## src/rtl/mips_ctrl_pkg.sv

```systemverilog
// Shared encodings for the multicycle MIPS control path: opcodes, FSM states
// and the control-word layout driven into the datapath.
package mips_ctrl_pkg;

  localparam int OPW_DEF = 6;
  localparam int STW_DEF = 4;

  typedef logic [OPW_DEF-1:0] opcode_t;

  localparam opcode_t OP_RTYPE = 6'b000000;
  localparam opcode_t OP_LW    = 6'b100011;
  localparam opcode_t OP_SW    = 6'b101011;
  localparam opcode_t OP_BEQ   = 6'b000100;
  localparam opcode_t OP_J     = 6'b000010;
  localparam opcode_t OP_ADDI  = 6'b001000;

  localparam logic [1:0] ALUOP_ADD   = 2'b00;
  localparam logic [1:0] ALUOP_SUB   = 2'b01;
  localparam logic [1:0] ALUOP_FUNCT = 2'b10;

  localparam logic [1:0] ALUSRCB_REGB  = 2'b00;
  localparam logic [1:0] ALUSRCB_FOUR  = 2'b01;
  localparam logic [1:0] ALUSRCB_IMM   = 2'b10;
  localparam logic [1:0] ALUSRCB_IMMSH = 2'b11;

  localparam logic [1:0] PCSRC_ALU    = 2'b00;
  localparam logic [1:0] PCSRC_ALUOUT = 2'b01;
  localparam logic [1:0] PCSRC_JUMP   = 2'b10;

  typedef enum logic [STW_DEF-1:0] {
    S_IDLE     = 4'd0,
    S_FETCH    = 4'd1,
    S_DECODE   = 4'd2,
    S_MEMADDR  = 4'd3,
    S_MEMREAD  = 4'd4,
    S_MEMWB    = 4'd5,
    S_MEMWRITE = 4'd6,
    S_EXEC     = 4'd7,
    S_RCOMP    = 4'd8,
    S_BRANCH   = 4'd9,
    S_JUMP     = 4'd10,
    S_ADDIEX   = 4'd11,
    S_ADDIWB   = 4'd12
  } state_t;

  typedef struct packed {
    logic       mem_req;
    logic       mem_we;
    logic       iord;
    logic       ir_write;
    logic       pc_write;
    logic       pc_write_cond;
    logic [1:0] pc_source;
    logic       alu_src_a;
    logic [1:0] alu_src_b;
    logic [1:0] aluop;
    logic       reg_dst;
    logic       mem_to_reg;
    logic       reg_write;
    logic       illegal;
  } ctrl_t;

  function automatic logic op_legal(input opcode_t op);
    return (op == OP_RTYPE) || (op == OP_LW) || (op == OP_SW) ||
           (op == OP_BEQ) || (op == OP_J) || (op == OP_ADDI);
  endfunction

endpackage

```

## src/rtl/multicycle_control_if.sv

```systemverilog
// Bundle between the control FSM (master) and the datapath/memory side (slave).
interface multicycle_control_if #(
  parameter int OPW = 6,
  parameter int STW = 4
);
  logic [OPW-1:0] opcode;
  logic           mem_ready;
  logic           mem_req;
  logic           mem_we;
  logic           iord;
  logic           ir_write;
  logic           pc_write;
  logic           pc_write_cond;
  logic [1:0]     pc_source;
  logic           alu_src_a;
  logic [1:0]     alu_src_b;
  logic [1:0]     aluop;
  logic           reg_dst;
  logic           mem_to_reg;
  logic           reg_write;
  logic           illegal;
  logic [STW-1:0] state;

  modport master (
    input  opcode, mem_ready,
    output mem_req, mem_we, iord, ir_write, pc_write, pc_write_cond, pc_source,
           alu_src_a, alu_src_b, aluop, reg_dst, mem_to_reg, reg_write, illegal, state
  );

  modport slave (
    output opcode, mem_ready,
    input  mem_req, mem_we, iord, ir_write, pc_write, pc_write_cond, pc_source,
           alu_src_a, alu_src_b, aluop, reg_dst, mem_to_reg, reg_write, illegal, state
  );
endinterface

```

## src/rtl/mc_out_decode.sv

```systemverilog
// Combinational state -> control-word decoder. Only the FETCH strobes and the
// DECODE illegal flag look past the state register.
module mc_out_decode
  import mips_ctrl_pkg::*;
(
  input  state_t  state,
  input  logic    mem_ready,
  input  opcode_t opcode,
  output ctrl_t   ctrl
);

  always_comb begin
    ctrl = '0;
    case (state)
      S_FETCH: begin
        ctrl.mem_req   = 1'b1;
        ctrl.alu_src_b = ALUSRCB_FOUR;
        ctrl.aluop     = ALUOP_ADD;
        ctrl.pc_source = PCSRC_ALU;
        // IR and PC only load once the instruction word has actually arrived
        ctrl.ir_write  = mem_ready;
        ctrl.pc_write  = mem_ready;
      end
      S_DECODE: begin
        ctrl.alu_src_b = ALUSRCB_IMMSH;
        ctrl.aluop     = ALUOP_ADD;
        ctrl.illegal   = !op_legal(opcode);
      end
      S_MEMADDR: begin
        ctrl.alu_src_a = 1'b1;
        ctrl.alu_src_b = ALUSRCB_IMM;
        ctrl.aluop     = ALUOP_ADD;
      end
      S_MEMREAD: begin
        ctrl.mem_req = 1'b1;
        ctrl.iord    = 1'b1;
      end
      S_MEMWB: begin
        ctrl.reg_write  = 1'b1;
        ctrl.mem_to_reg = 1'b1;
      end
      S_MEMWRITE: begin
        ctrl.mem_req = 1'b1;
        ctrl.mem_we  = 1'b1;
        ctrl.iord    = 1'b1;
      end
      S_EXEC: begin
        ctrl.alu_src_a = 1'b1;
        ctrl.alu_src_b = ALUSRCB_REGB;
        ctrl.aluop     = ALUOP_FUNCT;
      end
      S_RCOMP: begin
        ctrl.reg_write = 1'b1;
        ctrl.reg_dst   = 1'b1;
      end
      S_BRANCH: begin
        ctrl.alu_src_a     = 1'b1;
        ctrl.alu_src_b     = ALUSRCB_REGB;
        ctrl.aluop         = ALUOP_SUB;
        ctrl.pc_write_cond = 1'b1;
        ctrl.pc_source     = PCSRC_ALUOUT;
      end
      S_JUMP: begin
        ctrl.pc_write  = 1'b1;
        ctrl.pc_source = PCSRC_JUMP;
      end
      S_ADDIEX: begin
        ctrl.alu_src_a = 1'b1;
        ctrl.alu_src_b = ALUSRCB_IMM;
        ctrl.aluop     = ALUOP_ADD;
      end
      S_ADDIWB: begin
        ctrl.reg_write = 1'b1;
      end
      default: ctrl = '0;
    endcase
  end

endmodule

```

## src/rtl/multicycle_control.sv

```systemverilog
// Main control FSM of the multicycle MIPS datapath: state register and
// next-state logic; the control word comes from mc_out_decode.
module multicycle_control
  import mips_ctrl_pkg::*;
#(
  parameter int OPW = 6,
  parameter int STW = 4
) (
  input  logic                 clk,
  input  logic                 rst_n,
  multicycle_control_if.master bus
);

  state_t         state_q;
  state_t         state_d;
  ctrl_t          ctrl;
  logic [OPW-1:0] op;

  assign op = bus.opcode;

  always_ff @(posedge clk or negedge rst_n) begin
    if (!rst_n) state_q <= S_IDLE;
    else        state_q <= state_d;
  end

  always_comb begin
    state_d = S_FETCH;
    case (state_q)
      S_IDLE:     state_d = S_FETCH;
      S_FETCH:    state_d = bus.mem_ready ? S_DECODE : S_FETCH;
      S_DECODE: begin
        case (op)
          OP_RTYPE:      state_d = S_EXEC;
          OP_LW, OP_SW:  state_d = S_MEMADDR;
          OP_BEQ:        state_d = S_BRANCH;
          OP_J:          state_d = S_JUMP;
          OP_ADDI:       state_d = S_ADDIEX;
          default:       state_d = S_FETCH;
        endcase
      end
      S_MEMADDR: begin
        if (op == OP_LW)      state_d = S_MEMREAD;
        else if (op == OP_SW) state_d = S_MEMWRITE;
        else                  state_d = S_FETCH;
      end
      S_MEMREAD:  state_d = bus.mem_ready ? S_MEMWB : S_MEMREAD;
      S_MEMWB:    state_d = S_FETCH;
      S_MEMWRITE: state_d = bus.mem_ready ? S_FETCH : S_MEMWRITE;
      S_EXEC:     state_d = S_RCOMP;
      S_RCOMP:    state_d = S_FETCH;
      S_BRANCH:   state_d = S_FETCH;
      S_JUMP:     state_d = S_FETCH;
      S_ADDIEX:   state_d = S_ADDIWB;
      S_ADDIWB:   state_d = S_FETCH;
      default:    state_d = S_FETCH;
    endcase
  end

  mc_out_decode u_out_decode (
    .state     (state_q),
    .mem_ready (bus.mem_ready),
    .opcode    (op),
    .ctrl      (ctrl)
  );

  assign bus.mem_req       = ctrl.mem_req;
  assign bus.mem_we        = ctrl.mem_we;
  assign bus.iord          = ctrl.iord;
  assign bus.ir_write      = ctrl.ir_write;
  assign bus.pc_write      = ctrl.pc_write;
  assign bus.pc_write_cond = ctrl.pc_write_cond;
  assign bus.pc_source     = ctrl.pc_source;
  assign bus.alu_src_a     = ctrl.alu_src_a;
  assign bus.alu_src_b     = ctrl.alu_src_b;
  assign bus.aluop         = ctrl.aluop;
  assign bus.reg_dst       = ctrl.reg_dst;
  assign bus.mem_to_reg    = ctrl.mem_to_reg;
  assign bus.reg_write     = ctrl.reg_write;
  assign bus.illegal       = ctrl.illegal;
  assign bus.state         = STW'(state_q);

endmodule

```

## src/flat_wrapper.sv

```systemverilog
// flat-port wrapper written by rule: the top's interface ports become plain ports
module multicycle_control_flat import mips_ctrl_pkg::*;
#(
  parameter int OPW = 6,
  parameter int STW = 4
)
  (clk, rst_n, bus_opcode, bus_mem_ready, bus_mem_req, bus_mem_we, bus_iord, bus_ir_write, bus_pc_write, bus_pc_write_cond, bus_pc_source, bus_alu_src_a, bus_alu_src_b, bus_aluop, bus_reg_dst, bus_mem_to_reg, bus_reg_write, bus_illegal, bus_state);
  multicycle_control_if #(.OPW(OPW), .STW(STW)) bus_i ();
  input  logic clk;
  input  logic rst_n;
  input wire logic [$bits(bus_i.opcode)-1:0] bus_opcode;
  input wire logic [$bits(bus_i.mem_ready)-1:0] bus_mem_ready;
  output wire logic [$bits(bus_i.mem_req)-1:0] bus_mem_req;
  output wire logic [$bits(bus_i.mem_we)-1:0] bus_mem_we;
  output wire logic [$bits(bus_i.iord)-1:0] bus_iord;
  output wire logic [$bits(bus_i.ir_write)-1:0] bus_ir_write;
  output wire logic [$bits(bus_i.pc_write)-1:0] bus_pc_write;
  output wire logic [$bits(bus_i.pc_write_cond)-1:0] bus_pc_write_cond;
  output wire logic [$bits(bus_i.pc_source)-1:0] bus_pc_source;
  output wire logic [$bits(bus_i.alu_src_a)-1:0] bus_alu_src_a;
  output wire logic [$bits(bus_i.alu_src_b)-1:0] bus_alu_src_b;
  output wire logic [$bits(bus_i.aluop)-1:0] bus_aluop;
  output wire logic [$bits(bus_i.reg_dst)-1:0] bus_reg_dst;
  output wire logic [$bits(bus_i.mem_to_reg)-1:0] bus_mem_to_reg;
  output wire logic [$bits(bus_i.reg_write)-1:0] bus_reg_write;
  output wire logic [$bits(bus_i.illegal)-1:0] bus_illegal;
  output wire logic [$bits(bus_i.state)-1:0] bus_state;
  assign bus_i.opcode = bus_opcode;
  assign bus_i.mem_ready = bus_mem_ready;
  assign bus_mem_req = bus_i.mem_req;
  assign bus_mem_we = bus_i.mem_we;
  assign bus_iord = bus_i.iord;
  assign bus_ir_write = bus_i.ir_write;
  assign bus_pc_write = bus_i.pc_write;
  assign bus_pc_write_cond = bus_i.pc_write_cond;
  assign bus_pc_source = bus_i.pc_source;
  assign bus_alu_src_a = bus_i.alu_src_a;
  assign bus_alu_src_b = bus_i.alu_src_b;
  assign bus_aluop = bus_i.aluop;
  assign bus_reg_dst = bus_i.reg_dst;
  assign bus_mem_to_reg = bus_i.mem_to_reg;
  assign bus_reg_write = bus_i.reg_write;
  assign bus_illegal = bus_i.illegal;
  assign bus_state = bus_i.state;
  multicycle_control #(.OPW(OPW), .STW(STW)) u_core (.clk(clk), .rst_n(rst_n), .bus(bus_i));
endmodule
```

## config.mk

```make
export PLATFORM = sky130hd
export DESIGN_NAME = multicycle_control_flat
export DESIGN_NICKNAME = d
export VERILOG_FILES = /design/src/rtl/mips_ctrl_pkg.sv /design/src/rtl/multicycle_control_if.sv /design/src/rtl/mc_out_decode.sv /design/src/rtl/multicycle_control.sv /design/src/flat_wrapper.sv
export SDC_FILE = /design/constraint.sdc
export NUM_CORES = 1
export LEC_CHECK = 0
export BUFFER_PORTS_ARGS = -buffer_cell sky130_fd_sc_hd__buf_4
export CAP_MARGIN = 30
export CORE_AREA = 2 2 39 41
export DETAILED_ROUTE_END_ITERATION = 10
export DIE_AREA = 0 0 41 43
export PLACE_DENSITY = 0.74
export SYNTH_ARGS = -nofsm -noshare
export SYNTH_HDL_FRONTEND = slang
export SYNTH_SLANG_ARGS = --single-unit
```

## constraint.sdc

```tcl
create_clock -name clk -period 1.9 [get_ports clk]
set_clock_uncertainty 0.1 [all_clocks]
set_input_delay 0.285 -clock clk [delete_from_list [all_inputs] [get_ports clk]]
set_output_delay 0.285 -clock clk [all_outputs]
set_load 0.01 [all_outputs]
```

==> metrics.md, run 1 <==
| Metric | Value |
|---|---|
| Final min period | `around 1800 ps` |
| FF-to-FF End | `u_core.bus.state[0]` |
| Ratio of cells with drive above 1 in the final layout | `43.4%` |
| F_max | `around 540 MHz` |
| TritonCTS clock tree | `done` |
| Commonest non-fill, non-tap cell in the layout | `buf_4` |
| # setup viols final | `0` |
| Worst path buffer plus inverter count | `1` |
| Total congestion overflow | `0` |
| CTS Buffer Depth | `2` |
| Final Max Tran Viols | `0` |
| Pwr Total | `approximately 1000 uW` |
| PortBufs | `29` |
| Rows | `14` |
| Setup TNS Final | `0 ps` |
| Worst setup SP type | `flop` |
| Post-Syn Area | `534 um^2` |
| Cell Pwr Density | `~1200 mW/mm^2` |
| Initial antenna violation count | `0` |
| Maximum vdd ir drop | `around 520 uV` |
| Drc violations | `0` |
| Worst Tran Pin Value | `around 290 ps` |
| Final Hold Viols | `0` |
| Number of global-route vias before repair | `roughly 530` |
| Fill cells | `~130` |
| Leak pwr | `0.368 nW` |
| CP max stage delay | `480 ps` |
| Register-to-register setup slack | `just over 300 ps` |
| Die X | `between 40 and 50 um` |
| Slowest-stage cell, CP | `dfrtp_2` |
| Max FFs per register | `4` |
| Root Driver | `clkbuf_4` |
| CTS H-tree lvls | `1` |
| CORE AREA | `0.00138 mm^2` |
| Chip Height | `between 40 and 50 um` |
| Routability cong. | `around 0.85` |
| Vias | `approximately 670` |
| Violation count after the first detailed-route iteration | `7` |
| Status | `completed` |
| Final HPWL DP | `approximately 1.1 mm` |
| #FFs+latches synth | `4` |
| Ports | `30` |
| Worst Hold Path EP | `u_core.bus.state[1]` |
| Ordered cell list for the critical path | `nand2b_2 -> nor2_1 -> or2_2 -> buf_4` |
| CTS buffer count | `3` |
| Syn Nets | `between 80 and 90` |
| Avg WL per Cell | `12.0 um` |
| Syn_area_per_cell | `around 7 um^2` |
| DRT Pass-1 Iters | `4` |
| WL final | `~1.5 mm` |
| Critical R2R Launch | `u_core.bus.state[0]` |
| Area grow syn2layout | `51.8%` |
| # nets final | `between 100 and 150` |
| Crit path DAT | `approximately 1500 ps` |
| Fin util | `roughly three fifths` |
| Largest net degree at the start of global routing | `13` |
| Critical hold path startpoint | `bus_opcode[4]` |
| Final Cycle Share | `between 90% and 100%` |
| Total die area | `0.00176 mm^2` |
| RSZ-0062 raised after global routing | `yes` |
| Crit path kind | `flop to primary output` |
| Register area share after synthesis | `a little under a fifth` |
| CP max FO | `11` |
| Yosys cell types | `31` |
| Worst hold margin | `around 240 ps` |
| CTS sink count | `4` |
| Delay-heaviest family, CP | `simple AND/OR/NAND/NOR gates` |
| Relative slew slack | `approximately 81%` |
| Yosys warning total | `0` |
| CP required | `~1500 ps` |
| Most frequent cells in the layout | `32 x buf_4, 14 x nor2_1, 7 x nand2_1, 6 x a21oi_1` |
| Hold Path Cell Cnt | `4` |
| Gr usage total | `between 10% and 20%` |
| First-pass GRT wire length | `between 2 and 2.5 mm` |
| Antenna diodes | `0` |
| Clk_lat worst skew | `roughly 240 ps` |
| ANT nets after route | `0` |
| Worst R2R Path Depth | `5` |
| Initial core utilization | `~39%` |
| Kind of end point of the critical path | `primary output` |
| MaxCap Viol Count | `0` |
| Via density | `5.52` |
| Clock slew at reported path FFs | `40 ps` |
| Post-Syn Instances | `between 70 and 80` |
| Hold Crit Class | `primary input to flop` |
## timing repair
action | in CTS | in global routing
gates resized for setup | 1 | 6
gates cloned | 0 | 0
endpoints found under the setup margin | 2 | 4
hold endpoints to repair | 4 | 0
hold buffers | 1 | 0
buffers inserted | 0 | 1
## routing by layer
layer  GRT usage [%]  vias up  wire (um)
met1            24.5      306        623
met3               0        2        102
met5               0        -          0
met2            27.5       28        709
met4            8.00        0         25
li1                -      337          -
## layout make-up
type                    instances  area (um^2)  area share (%)
multi-input cells              62          384            47.4
inverters                       3         11.3            1.39
well taps                      16         20.0            2.47
repair buffers                 34          270            33.3
flip-flops and latches          4          103            12.7
clock buffers                   3         22.5            2.78
## worst max path at each step
stage,from,to,slack [ps],depth (start not counted)
floorplan,u_core.bus.state[0],bus_illegal,210,4
global placement,u_core.bus.state[2],bus_pc_write,250,4
detailed placement,u_core.bus.state[2],bus_pc_write,210,4
CTS,u_core.bus.state[3],bus_reg_write,-10,4
global route,u_core.bus.state[0],bus_illegal,-20,4
finish,u_core.bus.state[2],bus_pc_write,50,4
## cell families after synthesis
| family | Yosys count | share of synthesized area, % |
|---|---|---|
| buffers and inverters | 9 | 12.2 |
| flip-flops | 4 | 18.7 |
| XOR/XNOR | 1 | 1.64 |
| AO/OA/AOI/OAI | 22 | 28.6 |
| AND/OR/NAND/NOR | 38 | 36.8 |
| multiplexers | 1 | 2.11 |
## per-stage QoR
step | setup slack, ps | area, um^2 | instances
after floorplan | 209 | 534 | 75
after global placement | 247 | 741 | 117
after detailed placement | 209 | 741 | 117
after CTS | -13.1 | 776 | 121
after global routing | -20.1 | 811 | 122
final | 54.7 | 811 | 122
## synth_stat cells (all sizes together)
| library cell | number | area share, % |
|---|---|---|
| nand2b | 5 | 5.9 |
| or2 | 2 | 2.3 |
| nor4b | 1 | 1.6 |
| o21a | 1 | 1.4 |
| nor3b | 1 | 1.4 |
| buf | 6 | 10 |
| a21boi | 2 | 2.8 |
| o311ai | 1 | 1.6 |
| nor3 | 3 | 2.8 |
| nand2 | 7 | 4.9 |
| o32a | 1 | 1.9 |
| a311oi | 1 | 1.6 |
| nor2 | 14 | 9.8 |
| or4 | 2 | 2.8 |
| nor4 | 1 | 2.3 |
| o21ai | 2 | 1.9 |
| o311a | 1 | 1.9 |
| inv | 3 | 2.1 |
| and4 | 1 | 1.6 |
| a21oi | 6 | 5.6 |
| a31oi | 3 | 3.5 |
| and3 | 1 | 1.2 |
| a211oi | 1 | 1.4 |
| o32ai | 1 | 1.6 |
| o2111ai | 1 | 1.6 |
| dfrtp | 4 | 19 |
| mux2 | 1 | 2.1 |
| o41ai | 1 | 1.6 |
| xor2 | 1 | 1.6 |
## power breakdown
part / switching, mW / total [mW] / internal, mW
Combinational: 0.372 / 0.733 / 0.361
Clock: 0.0355 / 0.106 / 0.0707
Sequential: 0.0396 / 0.156 / 0.117
Total: 0.447 / 0.996 / 0.549
## worst reg2reg max path, delay by kind of cell (launching register included)
kind,cells,cell delay (ps)
AO/OA/AOI/OAI,2,190
AND/OR/NAND/NOR,2,600
flip-flops,1,380
buffers and inverters,1,180
Power figures use the tool's default switching activity.
==> run 2, diff against run 1 <==
Settings changed: CTS_BUF_LIST set to sky130_fd_sc_hd__clkbuf_8.
==> metrics.md, run 2 (synthesis gave the netlist of run 1 again) <==
| Metric | Value |
|---|---|
| F_max | `between 500 and 600 MHz` |
| Chip Height | `43 um` |
| Final Max Tran Viols | `0` |
| Hold Path Cell Cnt | `4` |
| CP max stage delay | `around 380 ps` |
| CP max FO | `6` |
| Leak pwr | `~0.37 nW` |
| # nets final | `about 120` |
| ANT nets after route | `0` |
| MaxCap Viol Count | `0` |
| Final Hold Viols | `0` |
| Cell Pwr Density | `between 1000 and 1500 mW/mm^2` |
| Final HPWL DP | `1.13 mm` |
| Crit path kind | `flop to primary output` |
| Kind of end point of the critical path | `primary output` |
| Setup Buffers After CTS | `0` |
| Worst path buffer plus inverter count | `1` |
| Largest net degree at the start of global routing | `13` |
| Crit path DAT | `1450 ps` |
| Hold Crit Class | `primary input to flop` |
| Total die area | `0.00176 mm^2` |
| CP startpoint | `u_core.bus.state[0]` |
| Area grow syn2layout | `51.5%` |
| Avg WL per Cell | `about 13 um` |
| Crit path depth | `4` |
| Vias | `687` |
| Critical hold path startpoint | `bus_opcode[4]` |
| Commonest non-fill, non-tap cell in the layout | `buf_4` |
| Ratio of cells with drive above 1 in the final layout | `about 43%` |
| Via density | `about 5.7` |
| Clock slew at reported path FFs | `~30 ps` |
| CTS Buffer Depth | `2` |
| Total congestion overflow | `0` |
| Maximum vdd ir drop | `approximately 640 uV` |
| Most frequent cells in the layout | `32 x buf_4, 14 x nor2_1, 7 x nand2_1, 6 x a21oi_1` |
| Gr usage total | `19.3%` |
| CTS H-tree lvls | `1` |
| Routability cong. | `between 0.8 and 0.9` |
| Worst setup SP type | `flop` |
| Worst R2R Path Depth | `5` |
| WL final | `around 1.6 mm` |
| Max FFs per register | `4` |
| Initial core utilization | `38.6%` |
| Drc violations | `0` |
| Relative slew slack | `roughly four fifths` |
| Final Cycle Share | `96.4%` |
| TritonCTS clock tree | `done` |
| Critical R2R Launch | `u_core.bus.state[0]` |
| Delay-heaviest family, CP | `simple AND/OR/NAND/NOR gates` |
| Register-to-register setup slack | `roughly 310 ps` |
| Final WS setup | `about 68 ps` |
| Slowest-stage cell, CP | `dfrtp_1` |
| CORE AREA | `0.00138 mm^2` |
| Worst Tran Pin Value | `a little under 300 ps` |
| Final min period | `about 1800 ps` |
| Setup TNS Final | `0 ps` |
| PortBufs | `29` |
| Violation count after the first detailed-route iteration | `10` |
| Status | `completed` |
| DRT Pass-1 Iters | `4` |
| Antenna diodes | `0` |
| CP required | `1510 ps` |
| Root Driver | `clkbuf_8` |
| Ordered cell list for the critical path | `nand2b_1 -> nor3_2 -> nor3b_1 -> buf_4` |
| Rows | `14` |
| Number of global-route vias before repair | `560` |
| First-pass GRT wire length | `2.37 mm` |
| # setup viols final | `0` |
| Place WS | `209 ps` |
| CTS buffer count | `3` |
| Die X | `around 40 um` |
| Worst hold margin | `~260 ps` |
| Ports | `30` |
| CTS sink count | `4` |
| Clk_lat worst skew | `~220 ps` |
| Initial antenna violation count | `0` |
==> run 2: cell types whose count changed in the layout (fill, tap and decap cells not counted) <==
cell / before / now
clkbuf_4: 3 / 0
clkbuf_8: 0 / 3
buf_12: 1 / 0
==> run 2: path summary, 6_finish.rpt <==
kind | to
min reg2reg | u_core.bus.state[3]
min in group asynchronous | u_core.bus.state[1]
max | bus_illegal
max in group asynchronous | u_core.bus.state[3]
max reg2reg | u_core.bus.state[0]
min | u_core.bus.state[1]
==> run 2: area by class of cell <==
cell class / count / area [um^2]
multi-input combinational: 62 / 384
fill: 136 / 574
clock buffer: 3 / 41.3
timing repair buffer: 33 / 250
tap: 16 / 20.0
inverter: 3 / 11.3
sequential: 4 / 103
==> run 2: per-layer routing <==
metal | track usage [%] | vias to the layer above | share of wire, %
met2 | 28.4 | 31 | 49
met3 | 1.57 | 2 | 7.3
met1 | 26.8 | 319 | 42
met5 | 0 | - | 0
li1 | - | 335 | -
met4 | 10.0 | 0 | 1.1
==> run 2: stage by stage <==
| stage | utilization, % | instance area (um^2) | instances | total power [mW] |
|---|---|---|---|---|
| 5_1_grt | 58.5 | 810 | 121 | 1.12 |
| 4_1_cts | 57.6 | 797 | 121 | 1.03 |
| 3_5_place_dp | 53.5 | 741 | 117 | 0.836 |
| 3_3_place_gp | 53.5 | 741 | 117 | 0.832 |
| 6_report | 58.5 | 810 | 121 | 1.05 |
| 2_1_floorplan | - | 534 | 75 | 0.561 |
==> run 2: what timing repair did <==
item | CTS | global route
gates resized for setup | 2 | 5
pin swaps | 0 | 0
hold endpoints to repair | 4 | 0
setup endpoints to repair | 1 | 4
hold buffers | 1 | 0
==> run 2: power breakdown <==
part | switching [mW] | total (mW) | internal, mW
sequential | 0.0447 | 0.162 | 0.117
clock | 0.0451 | 0.180 | 0.135
combinational | 0.367 | 0.705 | 0.337
total | 0.457 | 1.05 | 0.589
==> run 2: worst reg2reg max path, cell delays in order, from the launching register on <==
cell and delay, ps:
dfrtp_1 380, buf_4 180, nor4_2 130, a31oi_1 60
or4_1 470, o311a_1 140
==> run 3, diff against run 2 <==
--- a/config.mk
+++ b/config.mk
@@ -13,4 +13,5 @@
 export DIE_AREA = 0 0 41 43
 export PLACE_DENSITY = 0.74
+export RECOVER_POWER = 100
 export SYNTH_ARGS = -nofsm -noshare
 export SYNTH_HDL_FRONTEND = slang
==> constraint.sdc (replaced) <==
create_clock -name clk -period 1.9 [get_ports clk]
set_clock_uncertainty 0.1 [all_clocks]
set_input_delay 0.285 -clock clk [delete_from_list [all_inputs] [get_ports clk]]
set_output_delay 0.285 -clock clk [all_outputs]
set_load 0.02 [all_outputs]
==> metrics.md, run 3 (synthesis gave the netlist of run 1 again) <==
| Metric | Value |
|---|---|
| Crit path kind | `flop to primary output` |
| Relative slew slack | `around 77%` |
| Hold Crit Class | `primary input to flop` |
| Vias | `approximately 700` |
| Final Max Tran Viols | `0` |
| Internal cell power | `526 uW` |
| Crit path DAT | `about 1400 ps` |
| Area grow syn2layout | `44.7%` |
| Largest net degree at the start of global routing | `14` |
| Final WS setup | `roughly 95 ps` |
| Max FFs per register | `4` |
| Clk_lat worst skew | `about 220 ps` |
| MaxCap Viol Count | `0` |
| CTS H-tree lvls | `1` |
| Leak pwr | `0.337 nW` |
| Switch share | `approximately half` |
| Rows | `14` |
| Total congestion overflow | `0` |
| Antenna diodes | `0` |
| Number of global-route vias before repair | `about 570` |
| Final min period | `approximately 1800 ps` |
| Via density | `about 5.6` |
| CP max FO | `7` |
| Cell Pwr Density | `1400 mW/mm^2` |
| NetSw | `about 550 uW` |
| Die X | `roughly 41 um` |
| DRT Pass-1 Iters | `5` |
| Total die area | `between 0.0015 and 0.002 mm^2` |
| # setup viols final | `0` |
| Final HPWL DP | `1.15 mm` |
| WL final | `approximately 1.5 mm` |
| Ratio of cells with drive above 1 in the final layout | `between 30% and 40%` |
| RSZ-0062 raised after global routing | `no` |
| Kind of end point of the critical path | `primary output` |
| Chip Height | `between 40 and 50 um` |
| Status | `completed` |
| Maximum vdd ir drop | `~570 uV` |
| Clk pwr share | `16.6%` |
| Root Driver | `clkbuf_8` |
| Cell Count, Final, Fillers Out | `between 100 and 150` |
| TritonCTS clock tree | `done` |
| CP required | `between 1500 and 2000 ps` |
| Ports | `30` |
| Setup TNS Final | `0 ps` |
| Pwr Total | `about 1.1 mW` |
| Clock slew at reported path FFs | `roughly 30 ps` |
| PortBufs | `29` |
| CORE AREA | `approximately 0.0014 mm^2` |
| Violation count after the first detailed-route iteration | `15` |
| First-pass GRT wire length | `between 2 and 2.5 mm` |
| Initial antenna violation count | `0` |
| Critical hold path startpoint | `bus_opcode[4]` |
| Worst setup SP type | `flop` |
| Initial core utilization | `approximately 39%` |
| Critical R2R Launch | `u_core.bus.state[0]` |
| Final Cycle Share | `between 90% and 100%` |
| CTS buffer count | `3` |
| CTS sink count | `4` |
| Drc violations | `0` |
| # nets final | `between 100 and 150` |
| Sequential share of power | `between 15 and 20%` |
| Worst Tran Pin Value | `335 ps` |
| Commonest non-fill, non-tap cell in the layout | `buf_4` |
| Place WS | `approximately 170 ps` |
| Most frequent cells in the layout | `17 x buf_4, 14 x nor2_1, 12 x clkbuf_1, 7 x nand2_1` |
| Dpl cells | `approximately 120` |
| CP startpoint | `u_core.bus.state[0]` |
| Avg WL per Cell | `12.2 um` |
| Gr usage total | `a little under a fifth` |
| ANT nets after route | `0` |
| Final Hold Viols | `0` |
| Routability cong. | `0.903` |
| Part of the power in combinational logic | `66.5%` |
| F_max | `between 500 and 600 MHz` |
| CTS Buffer Depth | `2` |
## run 3: cell type report
type | count | area (um^2)
fill | 167 | 611
multi-input combinational | 62 | 382
timing repair buffer | 37 | 218
sequential | 4 | 101
clock buffer | 3 | 41.3
tap | 16 | 20.0
inverter | 3 | 11.3
## run 3: what timing repair did
item	4_1_cts	5_1_grt
setup endpoints to repair	2	2
endpoints found under the hold margin	4	0
buffers inserted	0	2
hold buffers	1	0
resized for setup	2	2
gates cloned	0	0
## run 3: critical path: stages, from the launching register on
cell,delay [ps]
dfrtp_1,430
inv_2,110
nor2_1,50
and3_1,190
or2_2,260
buf_2,160
## run 3: routing by layer
layer	part of all wire, %	global-route usage [%]	wire length (um)
met3	8.5	1.57	129
met5	0	0	0
met1	42	24.9	644
met2	49	31.3	747
met4	0	6.00	0
## run 3: power groups by stage
stage               registers (mW)  clock network (mW)  logic, mW
finish                       0.183               0.180      0.719
global route                 0.191               0.191      0.781
CTS                          0.178               0.182      0.782
detailed placement           0.175                   0      0.778
global placement             0.173                   0      0.775
floorplan                    0.181                   0      0.486
## run 3: path summary, 6_finish.rpt
path	endpoint	slack [ps]	depth (start not counted)
worst max register to register	u_core.bus.state[0]	180	4
min in group asynchronous	u_core.bus.state[2]	330	2
max in group asynchronous	u_core.bus.state[1]	1160	2
worst max-delay path	bus_pc_write	100	5
worst min register to register	u_core.bus.state[3]	550	1
worst min-delay path	u_core.bus.state[1]	270	4
## run 3: metrics by stage
stage / utilization, % / area (um^2) / hold WS, ps
5_1_grt: 55.9 / 773 / 300
3_5_place_dp: 55.0 / 761 / -17.2
4_1_cts: 58.8 / 813 / 271
3_3_place_gp: 55.0 / 761 / -15.8
2_1_floorplan: - / 539 / -111
6_report: 55.9 / 773 / 268
